### src/rtl/rom_boot_loader.sv
// ROM boot loader: takes the index-0 ioctl byte stream and maps each 16 KB
// page to an SDRAM row and bank. Bytes are buffered in a small FIFO and
// written out one req/ack transaction per byte. The CPU is held in reset
// until the last byte of a load has been written.
//
// Handshake: mem_we is a level request. mem_addr, mem_bank and mem_din are
// stable while mem_we=1. A transfer completes on the clock edge where
// mem_we=1 and mem_ack=1, and mem_we drops on that same edge. A new request
// is issued only from mem_we=0, so there is always at least one idle cycle
// between requests. mem_ack seen while mem_we=0 is ignored.
module rom_boot_loader #(
    parameter int DEPTH = 8,
    parameter int AW    = 3
) (
    input  logic        clk_sys,
    input  logic        reset,
    input  logic        ioctl_download,
    input  logic [7:0]  ioctl_index,
    input  logic        ioctl_wr,
    input  logic [24:0] ioctl_addr,
    input  logic [7:0]  ioctl_dout,
    output logic        mem_we,
    output logic [22:0] mem_addr,
    output logic        mem_bank,
    output logic [7:0]  mem_din,
    input  logic        mem_ack,
    output logic        rom_hold,
    output logic        done,
    output logic        overflow,
    output logic [15:0] dropped,
    output logic [1:0]  dbg_state
);

    // Encoding chosen so rom_hold is bit 0 of the state register.
    typedef enum logic [1:0] {
        S_IDLE  = 2'b00,
        S_LOAD  = 2'b01,
        S_DRAIN = 2'b11,
        S_DONE  = 2'b10
    } state_t;

    localparam logic [AW:0] L_FULL = (AW+1)'(DEPTH);

    state_t      r_state;
    state_t      w_state_nxt;
    logic        r_dl0_q;
    logic        r_dl_q;
    logic [31:0] r_fifo [DEPTH];
    logic [AW:0] r_wp;
    logic [AW:0] r_rp;
    logic        r_mem_we;
    logic [22:0] r_mem_addr;
    logic        r_mem_bank;
    logic [7:0]  r_mem_din;
    logic        r_overflow;
    logic [15:0] r_dropped;

    logic        w_dl0;
    logic        w_dl0_rise;
    logic        w_dl_fall;
    logic        w_act;
    logic        w_mapped;
    logic [8:0]  w_row;
    logic [AW:0] w_count;
    logic        w_full;
    logic        w_empty;
    logic        w_pop;
    logic        w_push;
    logic [31:0] w_entry;

    assign w_dl0      = ioctl_download & (ioctl_index == 8'd0);
    assign w_dl0_rise = w_dl0 & ~r_dl0_q;
    assign w_dl_fall  = ~ioctl_download & r_dl_q;
    assign w_act      = w_dl0 & ioctl_wr;
    // Only pages 0..7 exist in the map.
    assign w_mapped   = (ioctl_addr[24:17] == 8'd0);

    assign w_count = r_wp - r_rp;
    assign w_full  = (w_count == L_FULL);
    assign w_empty = (r_wp == r_rp);
    assign w_pop   = ~r_mem_we & ~w_empty;
    // A full FIFO still accepts a byte when the head leaves in the same cycle.
    assign w_push  = w_act & w_mapped & (~w_full | w_pop);
    assign w_entry = {ioctl_addr[16], w_row, ioctl_addr[13:0], ioctl_dout};

    // Page-to-row lookup; pages 4..7 reuse the rows of 0..3 in bank 1.
    always_comb begin
        w_row = 9'h000;
        case (ioctl_addr[15:14])
            2'd0:    w_row = 9'h000;
            2'd1:    w_row = 9'h100;
            2'd2:    w_row = 9'h107;
            default: w_row = 9'h1ff;
        endcase
    end

    // Download edge detectors.
    always_ff @(posedge clk_sys or posedge reset) begin
        if (reset) begin
            r_dl0_q <= 1'b0;
            r_dl_q  <= 1'b0;
        end else begin
            r_dl0_q <= w_dl0;
            r_dl_q  <= ioctl_download;
        end
    end

    // FIFO storage; contents are don't-care while the pointers say empty.
    always_ff @(posedge clk_sys) begin
        if (w_push) r_fifo[r_wp[AW-1:0]] <= w_entry;
    end

    // FIFO pointers, sticky overflow and saturating drop counter.
    always_ff @(posedge clk_sys or posedge reset) begin
        if (reset) begin
            r_wp       <= '0;
            r_rp       <= '0;
            r_overflow <= 1'b0;
            r_dropped  <= 16'd0;
        end else begin
            if (w_push) r_wp <= r_wp + 1'b1;
            if (w_pop)  r_rp <= r_rp + 1'b1;
            if (w_act && w_mapped && w_full && !w_pop) r_overflow <= 1'b1;
            if (w_act && !w_mapped && r_dropped != 16'hFFFF)
                r_dropped <= r_dropped + 16'd1;
        end
    end

    // SDRAM request register: load from the FIFO head, hold until ack.
    always_ff @(posedge clk_sys or posedge reset) begin
        if (reset) begin
            r_mem_we   <= 1'b0;
            r_mem_addr <= 23'd0;
            r_mem_bank <= 1'b0;
            r_mem_din  <= 8'd0;
        end else if (r_mem_we && mem_ack) begin
            r_mem_we <= 1'b0;
        end else if (w_pop) begin
            r_mem_we <= 1'b1;
            {r_mem_bank, r_mem_addr, r_mem_din} <= r_fifo[r_rp[AW-1:0]];
        end
    end

    // FSM state register.
    always_ff @(posedge clk_sys or posedge reset) begin
        if (reset) r_state <= S_IDLE;
        else       r_state <= w_state_nxt;
    end

    // FSM next-state logic; a new download during DRAIN resumes LOAD and
    // keeps whatever is still queued.
    always_comb begin
        w_state_nxt = r_state;
        case (r_state)
            S_IDLE:  if (w_dl0_rise) w_state_nxt = S_LOAD;
            S_LOAD:  if (w_dl_fall)  w_state_nxt = S_DRAIN;
            S_DRAIN: begin
                if (w_dl0_rise)                 w_state_nxt = S_LOAD;
                else if (w_empty && !r_mem_we)  w_state_nxt = S_DONE;
            end
            default: w_state_nxt = w_dl0_rise ? S_LOAD : S_IDLE;
        endcase
    end

    // FSM outputs decoded from the state register.
    always_comb begin
        rom_hold = r_state[0];
        done     = (r_state == S_DONE);
    end

    assign mem_we    = r_mem_we;
    assign mem_addr  = r_mem_addr;
    assign mem_bank  = r_mem_bank;
    assign mem_din   = r_mem_din;
    assign overflow  = r_overflow;
    assign dropped   = r_dropped;
    assign dbg_state = r_state;

endmodule

### config.mk
export PLATFORM = sky130hd
export DESIGN_NAME = rom_boot_loader
export DESIGN_NICKNAME = d
export VERILOG_FILES = /design/src/rtl/rom_boot_loader.sv
export SDC_FILE = /design/constraint.sdc
export NUM_CORES = 1
export LEC_CHECK = 0
export CORE_MARGIN = 3
export CORE_UTILIZATION = 45
export CTS_BUF_LIST = sky130_fd_sc_hd__clkbuf_4 sky130_fd_sc_hd__clkbuf_8
export DETAILED_ROUTE_END_ITERATION = 16
export PLACE_DENSITY_LB_ADDON = 0.08
export SYNTH_ARGS = -nofsm -noshare
export SYNTH_HDL_FRONTEND = slang
export SYNTH_SLANG_ARGS = --single-unit
### constraint.sdc
create_clock -name clk_sys -period 5.8 [get_ports clk_sys]
set_clock_uncertainty 0.2 [all_clocks]
set_input_delay 0.58 -clock clk_sys [delete_from_list [all_inputs] [get_ports clk_sys]]
set_output_delay 0.58 -clock clk_sys [all_outputs]
set_load 0.05 [all_outputs]
==> summary by stage, run 1 <==
Synth
The async set-reset flop share out of synthesis is 0.212. The number of different library cells in the post-synthesis netlist is 47. The sequential share of the synthesized area is 0.739. A synthesized cell averages between 15 and 20 µm². The total of warnings raised by yosys is 0. The number of enable flip-flop cells after synthesis is between 200 and 250. The synthesized design contains about 260 register bits. The number of nets handed over by synthesis was about 600.

In the synthesized netlist the dominant register cell turns out to be sky130_fd_sc_hd__edfxtp_1. The gate count of the mapped netlist is 565. The synthesized netlist occupies a cell area of about 10000 µm².

Floorplan
100 I/O pins were placed. The initialized floorplan defines 54 standard-cell rows. The die is roughly 160 µm wide. The floorplan step defined a die boundary enclosing about 25000 µm².

The initial cell density of the core is 0.465. The die is approximately 160 µm tall. The floorplan core area is about 22000 µm².

Worst setup path
The setup slack of the worst register-to-register path is around 2.1 ns. Along the worst path, the maximum fanout reaches 55. The path type of the worst setup path is reg2reg. On the worst path, the slowest cell contributes a delay of roughly 0.85 ns. The depth of the worst register-to-register path is 8. Grouping stages by cell kind, the critical path spends the most delay in buffers and inverters. The library cell appearing most often on the critical path is sky130_fd_sc_hd__buf_4. The reg-to-reg critical path startpoint is r_rp[1]. Tracing the worst setup path back leads to its startpoint at r_rp[1].

The cell at the slowest stage of the critical path is sky130_fd_sc_hd__a211oi_4. The data required time at the worst endpoint is just under 6 ns. The data arrival time of the critical path is ~3.7 ns. The sort of element at the start of the critical path is a flip-flop. The type of destination of the critical path is a flip-flop. Walking the worst path, the cells encountered are buf_4 > inv_1 > ha_1 > nand3b_1 > nand2_1 > xor2_1 > a211oi_4 > buf_4.

Together, buffers and inverters on the worst path number 3. The worst register-to-register path ends at r_fifo[7][19].

Clock network
For the worst-skew pair, the clock arrives at the later sink with an insertion delay of roughly 0.55 ns. In this run the post-CTS setup repair buffer count came out at 0. The clock passes through at most 3 buffers. In this run the clock root is driven by a sky130_fd_sc_hd__clkbuf_8. TritonCTS built the clock tree. The number of buffers inserted during clock tree synthesis is 45.

CTS saw 264 sinks. The H-tree was split into 2 levels. The post-CTS clock slew at the launch and capture registers of the worst setup and hold paths is approximately 0.06 ns. The number of resized instances in the post-cts repair step is 0.

After clock tree synthesis, the flow added hold-fix buffers numbering 0.

Min path
The hold path startpoint is r_dl0_q. The class of the most critical hold timing path is reg2reg. For hold timing, the worst endpoint is dbg_state[0]. The count of cells along the worst hold path is 1.

Power and ir drop
The cell-internal power is between 3000 and 4000 µW. Power comes to between 5000 and 6000 µW. Of the total power, registers draw 0.400.

The total net switching power is 1930 µW. The maximum resistive drop on vdd is about 350 µV. The share of total power dissipated in combinational logic is 0.314.

Of the total power, the clock network draws 0.286. Power spread over the standard cell area amounts to ~450 nW/µm². Of the total power, the share spent switching nets is 0.339. In this run the static leakage power is between 0.004 and 0.005 µW.

Place
The placement-stage cell area is between 10000 and 15000 µm². Routability-driven placement finished with a final weighted congestion of 0.840. Port buffering added 99 buffers. Detailed placement finished with a half-perimeter wire length of about 12000 µm.

Timing
In the finished design, the share of the clock period the worst path needs comes to 0.638. Static timing analysis puts the maximum clock frequency at between 200 and 300 MHz. The final critical path time including I/O delays and setup is 3.70 ns.

For the pin with the worst max-slew slack, the measured transition is approximately 0.95 ns. Setup repair after global routing left no endpoint under its margin. The worst pin sits at a relative slew slack of 0.368. The number of max-slew violations in the final report is 0. The setup TNS after final layout is 0 ns. The worst hold margin is about 0.26 ns.

Setup violations remaining at the end of the flow were counted as 0. The count of endpoints failing hold in the final timing report came to 0.

Detailed routing
The top routing layer in use is met4. For this block, the initial DRC count from the detailed router was about 300. The detailed-route wire length per cell is 21.0 µm. The residual antenna-violating net count after detailed routing is 0. After detailed routing, the met2 layer carries 10300 µm of wire.

The ratio of routed vias to standard cells is 5.46. The final routed DRC violation total is 0. Detailed routing placed a total of between 900 and 1000 µm of wire on met3.

The detailed-router iteration count before antenna repair is 4. Detailed routing inserted a total of about 5500 vias. After detailed routing, the total wire length is about 21000 µm. The wire length on met1 is about 9500 µm.

Cells and area
In the final design database the tool counted 745 nets. The number of diodes is 0. Relative to the synthesized area, the layout overhead comes to 21.3%. The cell area after layout is about 13000 µm². In the final layout, the share of cells above drive strength 1 is 0.221.

GRT
Entering global routing, the biggest net connects 58 pins. Across every metal layer, demand over resource in global routing totals 0.177. The first global-routing pass estimated 33700 µm of wire.

The initial antenna violation count came to 0. The total global routing overflow is 0. The number of global-route vias before repair is around 6000.

Status
The run finished with clean final reports.

Run
The max-capacitance violation count is 0.
final cells by class:
type / instances / area (µm²)
inverters: 5 / 18.8
clock inverters: 20 / 100
flip-flops and latches: 264 / 7650
multi-input cells: 264 / 2540
repair buffers: 113 / 1100
clock buffers: 63 / 792
fillers: 1732 / 9680
well taps: 280 / 350
how the worst max path moves through the flow:
stage,end,slack [ns],cells past startpoint
final,r_fifo[7][19],2.10,8
after global routing,r_fifo[7][13],1.84,8
after CTS,r_fifo[7][6],2.02,8
after detailed placement,r_fifo[7][15],2.03,8
after global placement,r_fifo[7][11],2.11,8
after floorplan,r_fifo[1][0],1.70,9
metal layers:
| layer | vias to the layer above | GRT usage |
|---|---|---|
| met5 | - | 0 |
| met4 | 0 | 0.0591 |
| met3 | 37 | 0.0342 |
| met2 | 151 | 0.289 |
| met1 | 2857 | 0.243 |
| li1 | 2468 | - |
synth_stat cells (4+ instances only):
| master | number | area [µm²] |
|---|---|---|
| sky130_fd_sc_hd__nand2_1 | 62 | 233 |
| sky130_fd_sc_hd__edfxtp_1 | 208 | 6250 |
| sky130_fd_sc_hd__buf_4 | 7 | 52.6 |
| sky130_fd_sc_hd__inv_1 | 4 | 15.0 |
| sky130_fd_sc_hd__dfrtp_1 | 56 | 1400 |
| sky130_fd_sc_hd__nor2_1 | 30 | 113 |
| sky130_fd_sc_hd__o21ai_0 | 4 | 20.0 |
| sky130_fd_sc_hd__clkbuf_1 | 14 | 52.6 |
| sky130_fd_sc_hd__nand3_1 | 9 | 45.0 |
| sky130_fd_sc_hd__buf_2 | 10 | 50.1 |
| sky130_fd_sc_hd__a31oi_1 | 26 | 163 |
| sky130_fd_sc_hd__nand4_1 | 9 | 56.3 |
| sky130_fd_sc_hd__mux4_2 | 52 | 1170 |
| sky130_fd_sc_hd__xor2_1 | 7 | 61.3 |
| sky130_fd_sc_hd__ha_1 | 6 | 75.1 |
| sky130_fd_sc_hd__xnor2_1 | 16 | 140 |
sequential cells by signal (all words and copies together) (netlist names):
signal     count
mem_addr      17
mem_din        8
r_dl_q         1
mem_we         1
r_wp           4
dbg_state      2
mem_bank       1
r_rp           4
r_dl0_q        1
dropped       16
overflow       1
r_fifo       208
placed cells by master (no fill, tap or decap), types with 2 or more instances in the layout:
cell	Yosys	layout
sky130_fd_sc_hd__and4b_1	2	2
sky130_fd_sc_hd__nand4_1	9	9
sky130_fd_sc_hd__mux4_2	52	52
sky130_fd_sc_hd__and4_1	3	3
sky130_fd_sc_hd__nor4_2	2	2
sky130_fd_sc_hd__xnor2_1	16	16
sky130_fd_sc_hd__clkbuf_8	0	51
sky130_fd_sc_hd__ha_1	6	6
sky130_fd_sc_hd__or4_4	2	2
sky130_fd_sc_hd__clkinv_1	1	9
sky130_fd_sc_hd__nor2b_1	3	3
sky130_fd_sc_hd__and2_1	3	3
sky130_fd_sc_hd__xor2_1	7	7
sky130_fd_sc_hd__buf_4	7	14
sky130_fd_sc_hd__nand3_1	9	9
sky130_fd_sc_hd__and3_1	3	3
sky130_fd_sc_hd__inv_1	4	3
sky130_fd_sc_hd__nor2_1	30	30
sky130_fd_sc_hd__a21oi_1	3	3
sky130_fd_sc_hd__dfrtp_1	56	54
sky130_fd_sc_hd__a31oi_1	26	26
sky130_fd_sc_hd__clkinv_2	0	10
sky130_fd_sc_hd__nor3_1	2	2
sky130_fd_sc_hd__clkbuf_4	0	12
sky130_fd_sc_hd__clkdlybuf4s50_1	0	99
sky130_fd_sc_hd__o21ai_0	4	4
sky130_fd_sc_hd__nand2_1	62	62
sky130_fd_sc_hd__edfxtp_1	208	208
worst register-to-register path: stages, from the launching register on:
cell	delay, ns
sky130_fd_sc_hd__dfrtp_2	0.34
sky130_fd_sc_hd__buf_4	0.65
sky130_fd_sc_hd__inv_1	0.15
sky130_fd_sc_hd__ha_1	0.39
sky130_fd_sc_hd__nand3b_1	0.12
sky130_fd_sc_hd__nand2_1	0.07
sky130_fd_sc_hd__xor2_1	0.21
sky130_fd_sc_hd__a211oi_4	0.85
sky130_fd_sc_hd__buf_4	0.41
power by group through the flow:
| stage | Sequential, µW | Combinational (µW) | Clock (µW) |
|---|---|---|---|
| 6_report | 2270 | 1790 | 1620 |
| 5_1_grt | 2290 | 1920 | 1770 |
| 4_1_cts | 2280 | 1820 | 1680 |
| 3_5_place_dp | 2310 | 1820 | 0 |
| 3_3_place_gp | 2310 | 1800 | 0 |
| 2_1_floorplan | 2620 | 990 | 0 |
stage by stage:
step           instances   util  setup WS (ns)
3_5_place_dp         926  0.524           2.03
4_1_cts             1009  0.565           2.02
5_1_grt             1009  0.565           1.84
2_1_floorplan        565      -           1.70
3_3_place_gp         926  0.524           2.11
6_report            1009  0.565           2.10
kinds of logic after synthesis:
| kind of cell | count (synthesis) | synth area share |
|---|---|---|
| AOI/OAI and AO/OA | 40 | 0.0295 |
| buffers and inverters | 37 | 0.0172 |
| xor gates and xnor gates | 24 | 0.0210 |
| adders and majority gates | 6 | 0.00726 |
| DFF | 264 | 0.739 |
| muxes | 54 | 0.115 |
| and+or+nand+nor | 140 | 0.0705 |
No activity file was read; power rests on OpenSTA's default activity.
==> inputs of run 2 (changes only) <==
==> constraint.sdc (replaced) <==
create_clock -name clk_sys -period 3.1 [get_ports clk_sys]
set_clock_uncertainty 0.2 [all_clocks]
set_input_delay 0.31 -clock clk_sys [delete_from_list [all_inputs] [get_ports clk_sys]]
set_output_delay 0.31 -clock clk_sys [all_outputs]
set_load 0.05 [all_outputs]
==> summary by stage, run 2 (synthesis gave the netlist of run 1 again) <==
Floorplan
The I/O pin count is 100. The die is 158 µm tall. The initial cell density of the core is 0.465.

The number of placement rows is 54. The floorplan core area is between 20000 and 25000 µm². The die width is about 160 µm. The area of the die is between 20000 and 25000 µm².

Run
The max-capacitance violation count is 0.

Detailed routing
The routed layout has approximately 5500 vias. After detailed routing, the number of vias per cell comes to ~5.4. The detailed-route wire length per cell is roughly 20 µm. For this run, design rule violations remaining after detail routing come to 0. The detailed-router iteration count before antenna repair is 4. The residual antenna-violating net count after detailed routing is 0.

Wires add up to 20500 µm. For this block, the initial DRC count from the detailed router was ~300.

Timing
The number of max-slew violations in the final report is 0. The maximum clock frequency is between 300 and 400 MHz. The count of endpoints failing hold in the final timing report is 0. The number of setup violations in the final report is 0.

Setup total negative slack on the finished layout was measured at 0 ns. In the finished design, the share of the clock period the worst path needs comes to 0.889. For the pin with the worst max-slew slack, the measured transition is 0.826 ns. Setup repair after global routing left no endpoint under its margin.

Counting I/O delays and the setup requirement, the final critical path takes about 2.8 ns. The relative slew slack is 0.449.

Min path
The startpoint identified for the worst hold timing path is ioctl_download. The class of the most critical hold timing path is in2reg. Counting instances, the worst hold path has a depth of 1.

Worst setup path
The setup path with the least slack is of type reg2reg. The worst setup path is captured at a flip-flop. The slowest stage of the critical path is the sky130_fd_sc_hd__dfrtp_1 cell. The critical path launch point is r_wp[0]. The signal on the critical path passes through inv_1 > ha_1 > a41oi_4 > nor3_4 > a21oi_4 > nor4b_4 > buf_4. The critical path's largest stage delay is between 0.4 and 0.5 ns.

The cell family contributing the most delay on the critical path is buffers and inverters. The data arrival time of the critical path is ~2.8 ns. In this run the number of cells on the critical path is 7. The data required time at the worst endpoint is 3.11 ns. The critical path contains buffers and inverters numbering 2 combined. The worst setup path is launched from a flip-flop.

The worst register-to-register path has a depth of 7. The reg-to-reg critical path startpoint is r_wp[0]. In this run the worst path has a maximum fanout of 15.

GRT
The first global-routing pass estimated between 30000 and 40000 µm of wire. The total global routing overflow is 0. Entering global routing, the biggest net connects between 50 and 60 pins. The global-route usage over all layers is 0.171. The initial antenna violation count is 0. The number of global-route vias before repair is 5830.

Cells and area
The number of diodes is 0. The total of fill cells in the finished design is around 1700. After the last flow step, the layout net total stands at about 760.

The register with the most flip-flops in the layout has about 210 of them. The top cell types in the final layout, fill and taps aside, are sky130_fd_sc_hd__edfxtp_1, sky130_fd_sc_hd__clkdlybuf4s50_1, sky130_fd_sc_hd__nand2_1. In the final layout, the share of cells above drive strength 1 is 0.236. The leading cell type in the layout, fill and taps excluded is sky130_fd_sc_hd__edfxtp_1.

Compared with the post-synthesis result, the final layout area differs by 23.2%.

Clock network
In this run the deepest clock path goes through 3 buffers. The number of resized instances in the post-cts repair step is 0. Clock-pin slew was measured on the worst setup and hold paths at approximately 0.06 ns. Clock tree synthesis inserted a total of 43 buffers.

Clock tree synthesis found a total of ~260 sinks. TritonCTS built the clock tree. The clock root buffer is sky130_fd_sc_hd__clkbuf_8. The H-tree was split into 2 levels. The source-to-sink clock delay at the later pin of the worst-skew pair is 0.54 ns.

Power and ir drop
In this run the power density over the cells is ~850 nW/µm². Summing internal, switching and leakage power gives 10800 µW. The maximum resistive drop on vdd is roughly 540 µV. In this run the static leakage power is roughly 0.0045 µW.

Place
The final weighted congestion in routability-driven placement is around 0.74. The total half-perimeter wirelength after legalization and detailed placement is about 13000 µm. The number of input and output port buffers inserted is between 90 and 100.

Status
The run finished with clean final reports.
run 2: final timing paths:
kind	end	slack, ns
max	r_fifo[1][3]	0.34
min	r_dl_q	0.08
max reg2reg	r_fifo[1][3]	0.34
min reg2reg	overflow	0.28
max in group asynchronous	dropped[0]	1.61
min in group asynchronous	r_rp[2]	0.48
run 2: layer usage:
layer	up-vias	GRT usage	wire (µm)
met5	-	0	0
met4	0	0.0512	361
met3	33	0.0328	849
met2	118	0.283	10100
met1	2815	0.235	9170
li1	2488	-	-
run 2: timing repair:
item,CTS,global route
hold buffers,1,0
setup buffers,0,0
endpoints found under the hold margin,17,0
run 2: area by class of cell:
class                      count  area (µm²)  area share
clock buffer                  54         681      0.0534
clock inverter                24         240      0.0188
inverter                       5        20.0     0.00157
multi-input combinational    264        2570       0.202
sequential                   264        7650       0.600
tap                          280         350      0.0275
timing repair buffer         127        1230      0.0964
run 2: per-stage QoR:
stage	area (µm²)	util	setup WS [ns]	hold slack (ns)	instances
final	12700	0.573	0.344	0.0791	1018
after global routing	12700	0.573	0.160	0.0579	1018
after CTS	12700	0.573	0.325	0.0363	1018
after detailed placement	11800	0.532	0.165	0.273	939
after global placement	11800	0.532	0.221	0.262	939
after floorplan	10400	-	0.0105	0.141	565
run 2: where the power goes:
part	total [µW]	switching, µW	internal, µW
sequential	4190	141	4050
clock	3190	1320	1870
combinational	3440	2080	1360
total	10800	3540	7280
==> variant, RTL diff (flow settings as in run 1) <==
Set the parameter `AW` to 4 (it was 3).
--- a/src/rtl/rom_boot_loader.sv
+++ b/src/rtl/rom_boot_loader.sv
@@ -10,7 +10,7 @@
 // between requests. mem_ack seen while mem_we=0 is ignored.
 module rom_boot_loader #(
     parameter int DEPTH = 8,
-    parameter int AW    = 3
+    parameter int AW    = 4
 ) (
     input  logic        clk_sys,
     input  logic        reset,
Function: no difference found for any inputs over 10 cycles, from zero or initial values and one cycle with reset high; that may be too few to reach the edited logic, so the function may still have changed.
==> variant against run 1 <==
Critical path depth unchanged; worst setup slack better by 80 ps; die area up 0.14%; global-route usage down 0.75 points; first-iteration DRC count up 8.4%; power down 0.72%; sequential cell count up 2; synthesized area up 0.15%; final area up 0.44%; routed wire length down 2.4%; critical endpoint is now r_fifo[6][3]; largest power group unchanged.
==> variant: results (changes against run 1) <==
leakage 0.00437 uW (-0.17%); Area after DPL 11700 um2 (+0.48%); hpwl dp 12300 um (+4.4%); Worst R2R End r_fifo[6][3]; global-route total usage across every layer 17.0% (-0.75 points); pin slew with the least headroom to its limit 974 ps (+28.6 ps); sequential fraction of the synthesis area 74.3% (+0.38 points); EDFF count, synth 208 (unchanged); mux cell area share after synthesis 11.7% (+0.12 points); first-pass GRT wire length 32300 um (-4.0%); status complete, no violations; Avg WL per Cell 20.2 um (-3.7%); synth unique cells 42 (-11%); worst hold slack 269 ps (+10.8 ps); HP Start r_dl0_q; Initial DRT Pass Iterations 5 (+1); Critical Path Max Stage Delay 540 ps (-310 ps); grt met2 use 29.1% (+0.20 points); CP Max Fanout 30 (-45%); via count of the first global-routing pass 5847 (-2.8%); Mapped Nets 632 (+2.4%); clock latency on the worst-skew pair 530 ps (-20 ps); Finished Layout Cells 1022 (+1.3%); Synth Area in Compound Gates 2.55% (-0.40 points); FF-to-FF setup slack 2180 ps (+80 ps); final period utilization 62.4% (-1.4 points); cell count after placement 940 (+1.5%); xor/xnor cell area share of the yosys netlist 2.03% (-0.076 points); Adder-Cell Fraction of Synth Area 0.845% (+0.12 points); Reg clk slew, reported paths 50 ps; CTS buffer count 44 (-2.2%); M3 GR Usage 3.36% (-0.055 points); IO Port Bufs 99 (unchanged); Post-synth top cells edfxtp_1, nand2_1, dfrtp_1; via count 5504 (-0.16%); Worst Hold Class reg2reg; Final Wtd Congestion 0.801 (-4.6%); Switch Pwr 1860 uW (-3.4%); CP top delay family simple AND/OR/NAND/NOR gates; share of cells above drive strength 1 21.8% (-0.25 points); WP data arrival 3650 ps (-80 ps); pin count of the biggest net entering global routing 59 (+1.7%); layout net count 759 (+1.9%); cells taking the most area after synthesis edfxtp_1, dfrtp_1, mux4_2; VDD IR-drop max 248 uV (-29%); detailed router's first-iteration violation count 324 (+8.4%); CP startpoint r_rp[2]; Ys Warns 0 (unchanged); met1 Usage GRT 22.1% (-2.2 points); Post-synth ARST share 21.8% (+0.59 points); reg2reg path depth 8 (unchanged); Post-Syn Area per Cell 17.9 um2 (-2.3%); CP max-delay cell or4_4
==> variant: routing by layer <==
metal  share of wire (%)  up-vias  wire length, um
met5                   0        -                0
met4                 1.7        0              358
met2                  50      151            10200
li1                    -     2518                -
met1                  43     2807             8880
met3                 5.7       28             1180
==> variant: power by group through the flow <==
stage / clock (uW) / combinational (uW) / sequential [uW]
final: 1610 / 1730 / 2310
after global routing: 1750 / 1860 / 2330
after global placement: 0 / 1740 / 2350
after detailed placement: 0 / 1750 / 2350
after floorplan: 0 / 966 / 2630
after CTS: 1660 / 1760 / 2310
==> variant: layout make-up <==
| class | count | area [um2] |
|---|---|---|
| clock buffer | 66 | 815 |
| clock inverter | 16 | 76.3 |
| sequential | 266 | 7700 |
| multi-input combinational | 270 | 2520 |
| inverter | 9 | 33.8 |
| fill | 1747 | 9620 |
| timing repair buffer | 115 | 1110 |
| tap | 280 | 350 |
